$ cat config.mk
export PLATFORM = sky130hd
export DESIGN_NAME = f_candidate_scheduler
export DESIGN_NICKNAME = d
export VERILOG_FILES = /design/src/rtl/f_candidate_scheduler_pkg.sv /design/src/rtl/f_tag_fifo.sv /design/src/rtl/f_candidate_scheduler.sv
export SDC_FILE = /design/constraint.sdc
export NUM_CORES = 1
export LEC_CHECK = 0
export ABC_CLOCK_PERIOD_IN_PS = 3420
export CAP_MARGIN = 30
export CELL_PAD_IN_SITES_DETAIL_PLACEMENT = 1
export CELL_PAD_IN_SITES_GLOBAL_PLACEMENT = 1
export CORE_AREA = 4 4 359 361
export CTS_BUF_LIST = sky130_fd_sc_hd__clkbuf_8
export CTS_CLUSTER_DIAMETER = 200
export DETAILED_ROUTE_END_ITERATION = 16
export DIE_AREA = 0 0 363 365
export PLACE_DENSITY_LB_ADDON = 0.05
export SYNTH_ARGS = -nofsm -noshare
export SYNTH_HDL_FRONTEND = slang
export SYNTH_SLANG_ARGS = --single-unit
$ cat constraint.sdc
create_clock -name clk -period 3.42 [get_ports clk]
set_input_delay 0.513 -clock clk [delete_from_list [all_inputs] [get_ports clk]]
set_output_delay 0.513 -clock clk [all_outputs]
set_load 0.01 [all_outputs]
$ cat src/rtl/f_candidate_scheduler_pkg.sv
// Shared types and constants for the F-metric candidate scheduler.
// Field/counter width helpers, FSM states and the zero double used to clear the argmax.
package f_candidate_scheduler_pkg;

    typedef enum logic [2:0] {
        IDLE,
        LOAD,
        ISSUE,
        DRAIN,
        DONE
    } state_t;

    localparam logic [63:0] POS_ZERO = 64'h0;

    function automatic int awidth(input int a);
        return $clog2(a) + 1;
    endfunction

    function automatic int nwidth(input int j, input int a);
        return j * $clog2(a) + 1;
    endfunction

endpackage

$ cat src/rtl/f_tag_fifo.sv
// Tag FIFO holding issued candidates until their in-order F results return.
// Latency: first-word fall-through, a pushed word is visible on rd_dat the next cycle.
// Backpressure: writes when full and reads when empty are dropped; the caller's credits prevent both.
module f_tag_fifo #(
    parameter int DEPTH = 8,
    parameter int WIDTH = 8
) (
    input  logic             clk,
    input  logic             rst_n,
    input  logic             wr_vld,
    input  logic [WIDTH-1:0] wr_dat,
    input  logic             rd_rdy,
    output logic [WIDTH-1:0] rd_dat,
    output logic             empty,
    output logic             full
);
    localparam int PW = (DEPTH > 1) ? $clog2(DEPTH) : 1;
    localparam int CW = PW + 1;
    localparam logic [CW-1:0] FULL_CNT = CW'(DEPTH);

    logic [WIDTH-1:0] mem [DEPTH];
    logic [PW-1:0]    wr_ptr;
    logic [PW-1:0]    rd_ptr;
    logic [CW-1:0]    count;
    logic             do_wr;
    logic             do_rd;

    assign empty  = (count == '0);
    assign full   = (count == FULL_CNT);
    assign do_wr  = wr_vld && !full;
    assign do_rd  = rd_rdy && !empty;
    assign rd_dat = mem[rd_ptr];

    always_ff @(posedge clk) begin
        if (do_wr) begin
            mem[wr_ptr] <= wr_dat;
        end
    end

    // Pointers wrap naturally because DEPTH is a power of two.
    always_ff @(posedge clk or negedge rst_n) begin
        if (!rst_n) begin
            wr_ptr <= '0;
            rd_ptr <= '0;
            count  <= '0;
        end else begin
            if (do_wr) begin
                wr_ptr <= wr_ptr + PW'(1);
            end
            if (do_rd) begin
                rd_ptr <= rd_ptr + PW'(1);
            end
            case ({do_wr, do_rd})
                2'b10:   count <= count + CW'(1);
                2'b01:   count <= count - CW'(1);
                default: count <= count;
            endcase
        end
    end

endmodule

$ cat src/rtl/f_candidate_scheduler.sv
// Exhaustive A^J candidate sweep: loads H/y into the F-metric core, streams candidates, keeps the argmax F.
// Latency: first issue 2 cycles after start is sampled; done pulses 2 cycles after the final result.
// Backpressure: issues throttled by MAX_OUT credits and GAP spacing; core results are never stalled.
module f_candidate_scheduler
    import f_candidate_scheduler_pkg::*;
#(
    parameter int J       = 4,
    parameter int A       = 4,
    parameter int MAX_OUT = 8,
    parameter int GAP     = 4,
    localparam int AWIDTH = awidth(A),
    localparam int NWIDTH = nwidth(J, A),
    localparam int XW     = J * AWIDTH
) (
    input  logic            clk,
    input  logic            rst_n,
    input  logic            start,
    input  logic [J*64-1:0] H_in,
    input  logic [127:0]    y_in,
    output logic            busy,
    output logic            done,
    output logic [XW-1:0]   best_x,
    output logic [63:0]     best_F,
    output logic            err,
    output logic [J*64-1:0] core_H,
    output logic [127:0]    core_y,
    output logic            core_H_tvalid,
    output logic [XW-1:0]   core_x,
    output logic            core_x_tvalid,
    input  logic [63:0]     core_F,
    input  logic            core_F_tvalid
);
    localparam int N  = A ** J;
    localparam int OW = $clog2(MAX_OUT) + 1;
    localparam int GW = $clog2(GAP) + 1;

    localparam logic [NWIDTH-1:0] N_L        = NWIDTH'(N);
    localparam logic [NWIDTH-1:0] LAST_L     = NWIDTH'(N - 1);
    localparam logic [OW-1:0]     MAX_OUT_L  = OW'(MAX_OUT);
    localparam logic [GW-1:0]     GAP_RELOAD = GW'(GAP - 1);
    localparam logic [AWIDTH-1:0] DIGIT_MAX  = AWIDTH'(A - 1);

    state_t            state;
    state_t            state_nxt;
    logic [XW-1:0]     x_cnt;
    logic [XW-1:0]     x_nxt;
    logic              carry;
    logic [NWIDTH-1:0] issued;
    logic [NWIDTH-1:0] received;
    logic [OW-1:0]     outstanding;
    logic [GW-1:0]     gap_cnt;
    logic              have_best;
    logic              start_acc;
    logic              issue;
    logic              res_ok;
    logic              res_err;
    logic [XW-1:0]     tag_x;
    logic              tag_empty;
    logic              tag_full;

    f_tag_fifo #(
        .DEPTH (MAX_OUT),
        .WIDTH (XW)
    ) u_tag_fifo (
        .clk    (clk),
        .rst_n  (rst_n),
        .wr_vld (issue),
        .wr_dat (x_cnt),
        .rd_rdy (res_ok),
        .rd_dat (tag_x),
        .empty  (tag_empty),
        .full   (tag_full)
    );

    // Mixed-radix increment: symbol 0 is the least significant digit, each digit wraps at A-1.
    always_comb begin
        x_nxt = x_cnt;
        carry = 1'b1;
        for (int j = 0; j < J; j++) begin
            if (carry) begin
                if (x_cnt[j*AWIDTH +: AWIDTH] == DIGIT_MAX) begin
                    x_nxt[j*AWIDTH +: AWIDTH] = '0;
                end else begin
                    x_nxt[j*AWIDTH +: AWIDTH] = x_cnt[j*AWIDTH +: AWIDTH] + AWIDTH'(1);
                    carry = 1'b0;
                end
            end
        end
    end

    // A result is only legitimate while something is outstanding; otherwise it is flagged.
    assign res_ok  = core_F_tvalid && (outstanding != '0) && !tag_empty;
    assign res_err = core_F_tvalid && (outstanding == '0);

    always_comb begin
        state_nxt     = state;
        start_acc     = 1'b0;
        issue         = 1'b0;
        busy          = (state != IDLE);
        done          = 1'b0;
        core_H_tvalid = 1'b0;
        unique case (state)
            IDLE: begin
                if (start) begin
                    start_acc = 1'b1;
                    state_nxt = LOAD;
                end
            end
            LOAD: begin
                core_H_tvalid = 1'b1;
                state_nxt     = ISSUE;
            end
            ISSUE: begin
                issue = (gap_cnt == '0) && (outstanding < MAX_OUT_L) &&
                        (issued < N_L) && !tag_full;
                if (issue && (issued == LAST_L)) begin
                    state_nxt = DRAIN;
                end
            end
            DRAIN: begin
                if (received == N_L) begin
                    state_nxt = DONE;
                end
            end
            DONE: begin
                done      = 1'b1;
                state_nxt = IDLE;
            end
            default: state_nxt = IDLE;
        endcase
    end

    assign core_x_tvalid = issue;
    assign core_x        = x_cnt;

    always_ff @(posedge clk or negedge rst_n) begin
        if (!rst_n) begin
            state       <= IDLE;
            x_cnt       <= '0;
            issued      <= '0;
            received    <= '0;
            outstanding <= '0;
            gap_cnt     <= '0;
            have_best   <= 1'b0;
            best_x      <= '0;
            best_F      <= POS_ZERO;
            err         <= 1'b0;
            core_H      <= '0;
            core_y      <= '0;
        end else begin
            state <= state_nxt;
            if (start_acc) begin
                core_H      <= H_in;
                core_y      <= y_in;
                x_cnt       <= '0;
                issued      <= '0;
                received    <= '0;
                outstanding <= '0;
                gap_cnt     <= '0;
                have_best   <= 1'b0;
                best_x      <= '0;
                best_F      <= POS_ZERO;
                err         <= 1'b0;
            end else begin
                if (issue) begin
                    x_cnt   <= x_nxt;
                    issued  <= issued + NWIDTH'(1);
                    gap_cnt <= GAP_RELOAD;
                end else if (gap_cnt != '0) begin
                    gap_cnt <= gap_cnt - GW'(1);
                end
                // Unsigned compare orders non-negative doubles correctly; ties keep the earlier tag.
                if (res_ok) begin
                    received  <= received + NWIDTH'(1);
                    have_best <= 1'b1;
                    if (!have_best || (core_F > best_F)) begin
                        best_x <= tag_x;
                        best_F <= core_F;
                    end
                end
                if (res_err) begin
                    err <= 1'b1;
                end
                case ({issue, res_ok})
                    2'b10:   outstanding <= outstanding + OW'(1);
                    2'b01:   outstanding <= outstanding - OW'(1);
                    default: outstanding <= outstanding;
                endcase
            end
        end
    end

endmodule
==> reports/qor.txt <==
status = finished, final reports clean
synthesis warning total = 0
nets = 4,424
Clock Pin Slew Worst Setup and Hold Paths = 0.06 ns
final period demand of the worst path = 3.16 ns
Initial Utilization = 21.6%
category of the critical setup timing path = reg2out
boundary pin count = 929
count of buffers inserted at the top-level ports = 928
post-route worst hold slack = 0.195 ns
primary flip-flop cell chosen by synthesis mapping = sky130_fd_sc_hd__dfrtp_1
signed area change from the synthesized netlist to the final layout = 53.8%
sequential element share of the synthesized area = 57.9%
DRC = 0
fraction of layout cells with a size suffix above 1 = 8.95%
leak pwr = 20.3 nW
kind of path behind the tightest hold check = in2reg
share of flip-flops with an asynchronous set or reset after synthesis = 84.2%
final routed wirelength across all metal layers = 141,000 um
setup repair after global routing missed its margin = false
Max-Cap Viols = 0
number of failing hold endpoints at the final stage = 0
Die Area = 132,000 sq um
CP max FO = 9
slew of the pin with the lowest slew margin = 0.916 ns
average footprint of a synthesized cell = 9.36 sq um
post-route antenna net violation count = 0
Critical Path AT = 2.64 ns
Syn Nets = 3,432
category of the worst setup path launch point = register
row cnt = 130
TritonCTS clock tree = done
largest net degree at the start of global routing = 99
total standard cell area after synthesis = 27,100 sq um
utilization after layout = 33.3%
Core Box Area = 125,000 sq um
number of vias after detailed routing = 24,300
H-tree levels = 3
root buffer cell = sky130_fd_sc_hd__clkbuf_8
Routed WL per cell = 24.8 um
number of enable flip-flop cells after synthesis = 96
post-route setup TNS = 0 ns
top cell type's share of synthesized area = 47.2%
final count of pins violating max slew = 0
number of instances in the synthesized netlist = 2,897
Max Buffers Root-to-Sink = 3
CTS Sinks = 608
setup skew after layout = 0.0587 ns
sort of element at the end of the critical path = output pin
global router's overall resource usage = 20.7%
worst vdd rail ir drop = 0.315 mV
router iterations before antenna repair = 4
detailed-placement wirelength estimate = 107,000 um
PD cells = 643 nW/um^2
total CTS buffers = 121
Rel. slew slack = 38.9%
final count of negative-setup-slack endpoints = 0
vias in the first global route = 25,800
post-synth cell types = 57
average vias per placed instance = 4.29
width of the chip = 363 um
cell type with the largest total area after synthesis = sky130_fd_sc_hd__dfrtp_1
sum of overflow across all layers after global routing = 0
gpl congestion = 0.841
number of design-rule violations left by the first detailed-router iteration = 1,154
height of the die = 365 um
cell area reported after detailed placement = 39,100 sq um
total power after layout = 26.8 mW
achievable clock frequency = 0.317 GHz
fill cell total of the finished layout = 14,300
global-route wire length before repair = 198,000 um
insertion delay of the later-clocked pin in the worst-skew pair = 0.85 ns
initial antenna violation count = 41
register-to-register setup slack = 0.39 ns
final worst path period share = 92.3%
register bit total from synthesis = 608
final design area excluding fillers = 41,700 sq um
ranking of synthesized cells by area = sky130_fd_sc_hd__dfrtp_1 47%, sky130_fd_sc_hd__nand2_1 18%, sky130_fd_sc_hd__edfxtp_1 11%
required time at the endpoint of the critical path = 2.91 ns
[where the power goes]
group	total [mW]	switching, mW	internal, mW
Combinational	8.62	4.31	4.31
Sequential	10.3	1.24	9.02
Clock	7.95	3.65	4.30
Total	26.8	9.20	17.6
[per-layer routing]
metal	share of wire (%)	GRT usage, %	up-vias
met5	0.12	0	-
met4	1.8	4.17	26
met3	7.8	7.93	180
met2	48	34.3	678
met1	42	25.7	12000
li1	-	-	11400
[Yosys cell counts, drive strengths merged, types with 3 or more instances]
master	number
mux2	14
a21oi	101
ha	81
mux2i	67
nor3b	4
o21ai	13
buf	43
nand2b	3
edfxtp	96
dfrtp	512
nor4	3
and2	3
a221oi	3
nand4	19
and3	68
nor4b	4
a21o	11
nor3	80
o31ai	3
inv	100
nand3	12
nor2b	7
a211oi	27
nand2	1325
xnor2	10
clkbuf	121
nor2	101
a31oi	4
mux4	24
xor2	15
[flip-flops by register name, summed over array words and instances (netlist names)]
| signal | cells |
|---|---|
| u_tag_fifo.rd_ptr | 3 |
| have_best | 1 |
| core_H | 256 |
| issued | 9 |
| best_x | 12 |
| u_tag_fifo.wr_ptr | 3 |
| core_y | 128 |
| u_tag_fifo.mem | 96 |
| outstanding | 4 |
| core_x | 12 |
| gap_cnt | 3 |
| received | 9 |
| state | 3 |
| u_tag_fifo.count | 4 |
| best_F | 64 |
| err | 1 |
[repair_timing]
action | in CTS | in global routing
endpoints found under the setup margin | 1 | 1
pin swaps | 1 | 1
gates resized for setup | 6 | 1
hold buffers | 1 | 0
endpoints found under the hold margin | 54 | 0
setup buffers | 1 | 0
[critical path, stage by stage, from the launching register on]
cell and delay, ns:
sky130_fd_sc_hd__dfrtp_1 0.49, sky130_fd_sc_hd__nor3_1 0.49, sky130_fd_sc_hd__inv_1 0.10, sky130_fd_sc_hd__clkdlybuf4s50_1 0.73
[logic make-up after synthesis]
family / Yosys count / synth area share (%)
xor gates and xnor gates: 25 / 0.876
adders and majority gates: 83 / 3.88
muxes: 105 / 5.05
AOI/OAI and AO/OA: 176 / 4.05
buffers and inverters: 264 / 3.95
DFF: 608 / 57.9
and+or+nand+nor: 1636 / 24.3
[layout make-up]
type	count	area, sq um	area share, %
diodes	24	60.1	0.144
clock buffers	154	2120	5.08
clock inverters	67	432	1.03
inverters	100	378	0.905
multi-input cells	2025	10500	25.1
flip-flops and latches	608	15700	37.6
well taps	1650	2060	4.95
repair buffers	1033	10500	25.2
[path summary, 6_finish.rpt]
kind / startpoint / endpoint / cells past startpoint
setup / recovery: state[0] / busy / 3
hold / removal: H_in[7] / core_H[7] / 3
setup reg to reg: gap_cnt[0] / outstanding[3] / 16
hold reg to reg: core_y[26] / core_y[26] / 2
max in group asynchronous: rst_n / core_H[153] / 3
min in group asynchronous: rst_n / best_F[13] / 2
[layout by cell type (no fill, tap or decap), types with 33 or more instances in the layout]
| cell type | Yosys | layout |
|---|---|---|
| sky130_fd_sc_hd__a21oi_1 | 100 | 100 |
| sky130_fd_sc_hd__and3_1 | 68 | 68 |
| sky130_fd_sc_hd__buf_12 | 0 | 33 |
| sky130_fd_sc_hd__buf_4 | 6 | 72 |
| sky130_fd_sc_hd__clkbuf_8 | 0 | 154 |
| sky130_fd_sc_hd__clkdlybuf4s50_1 | 0 | 926 |
| sky130_fd_sc_hd__dfrtp_1 | 512 | 511 |
| sky130_fd_sc_hd__edfxtp_1 | 96 | 96 |
| sky130_fd_sc_hd__ha_1 | 81 | 80 |
| sky130_fd_sc_hd__inv_1 | 99 | 135 |
| sky130_fd_sc_hd__mux2i_1 | 67 | 67 |
| sky130_fd_sc_hd__nand2_1 | 1325 | 1324 |
| sky130_fd_sc_hd__nor2_1 | 101 | 101 |
| sky130_fd_sc_hd__nor3_1 | 77 | 75 |
[per-stage QoR]
stage	instances	worst slack, ns
floorplan	2897	0.189
global placement	5414	-0.121
detailed placement	5414	-0.200
CTS	5637	0.0291
global route	5645	0.00159
finish	5661	0.263
Note: power is estimated with default switching activity, not from simulation.
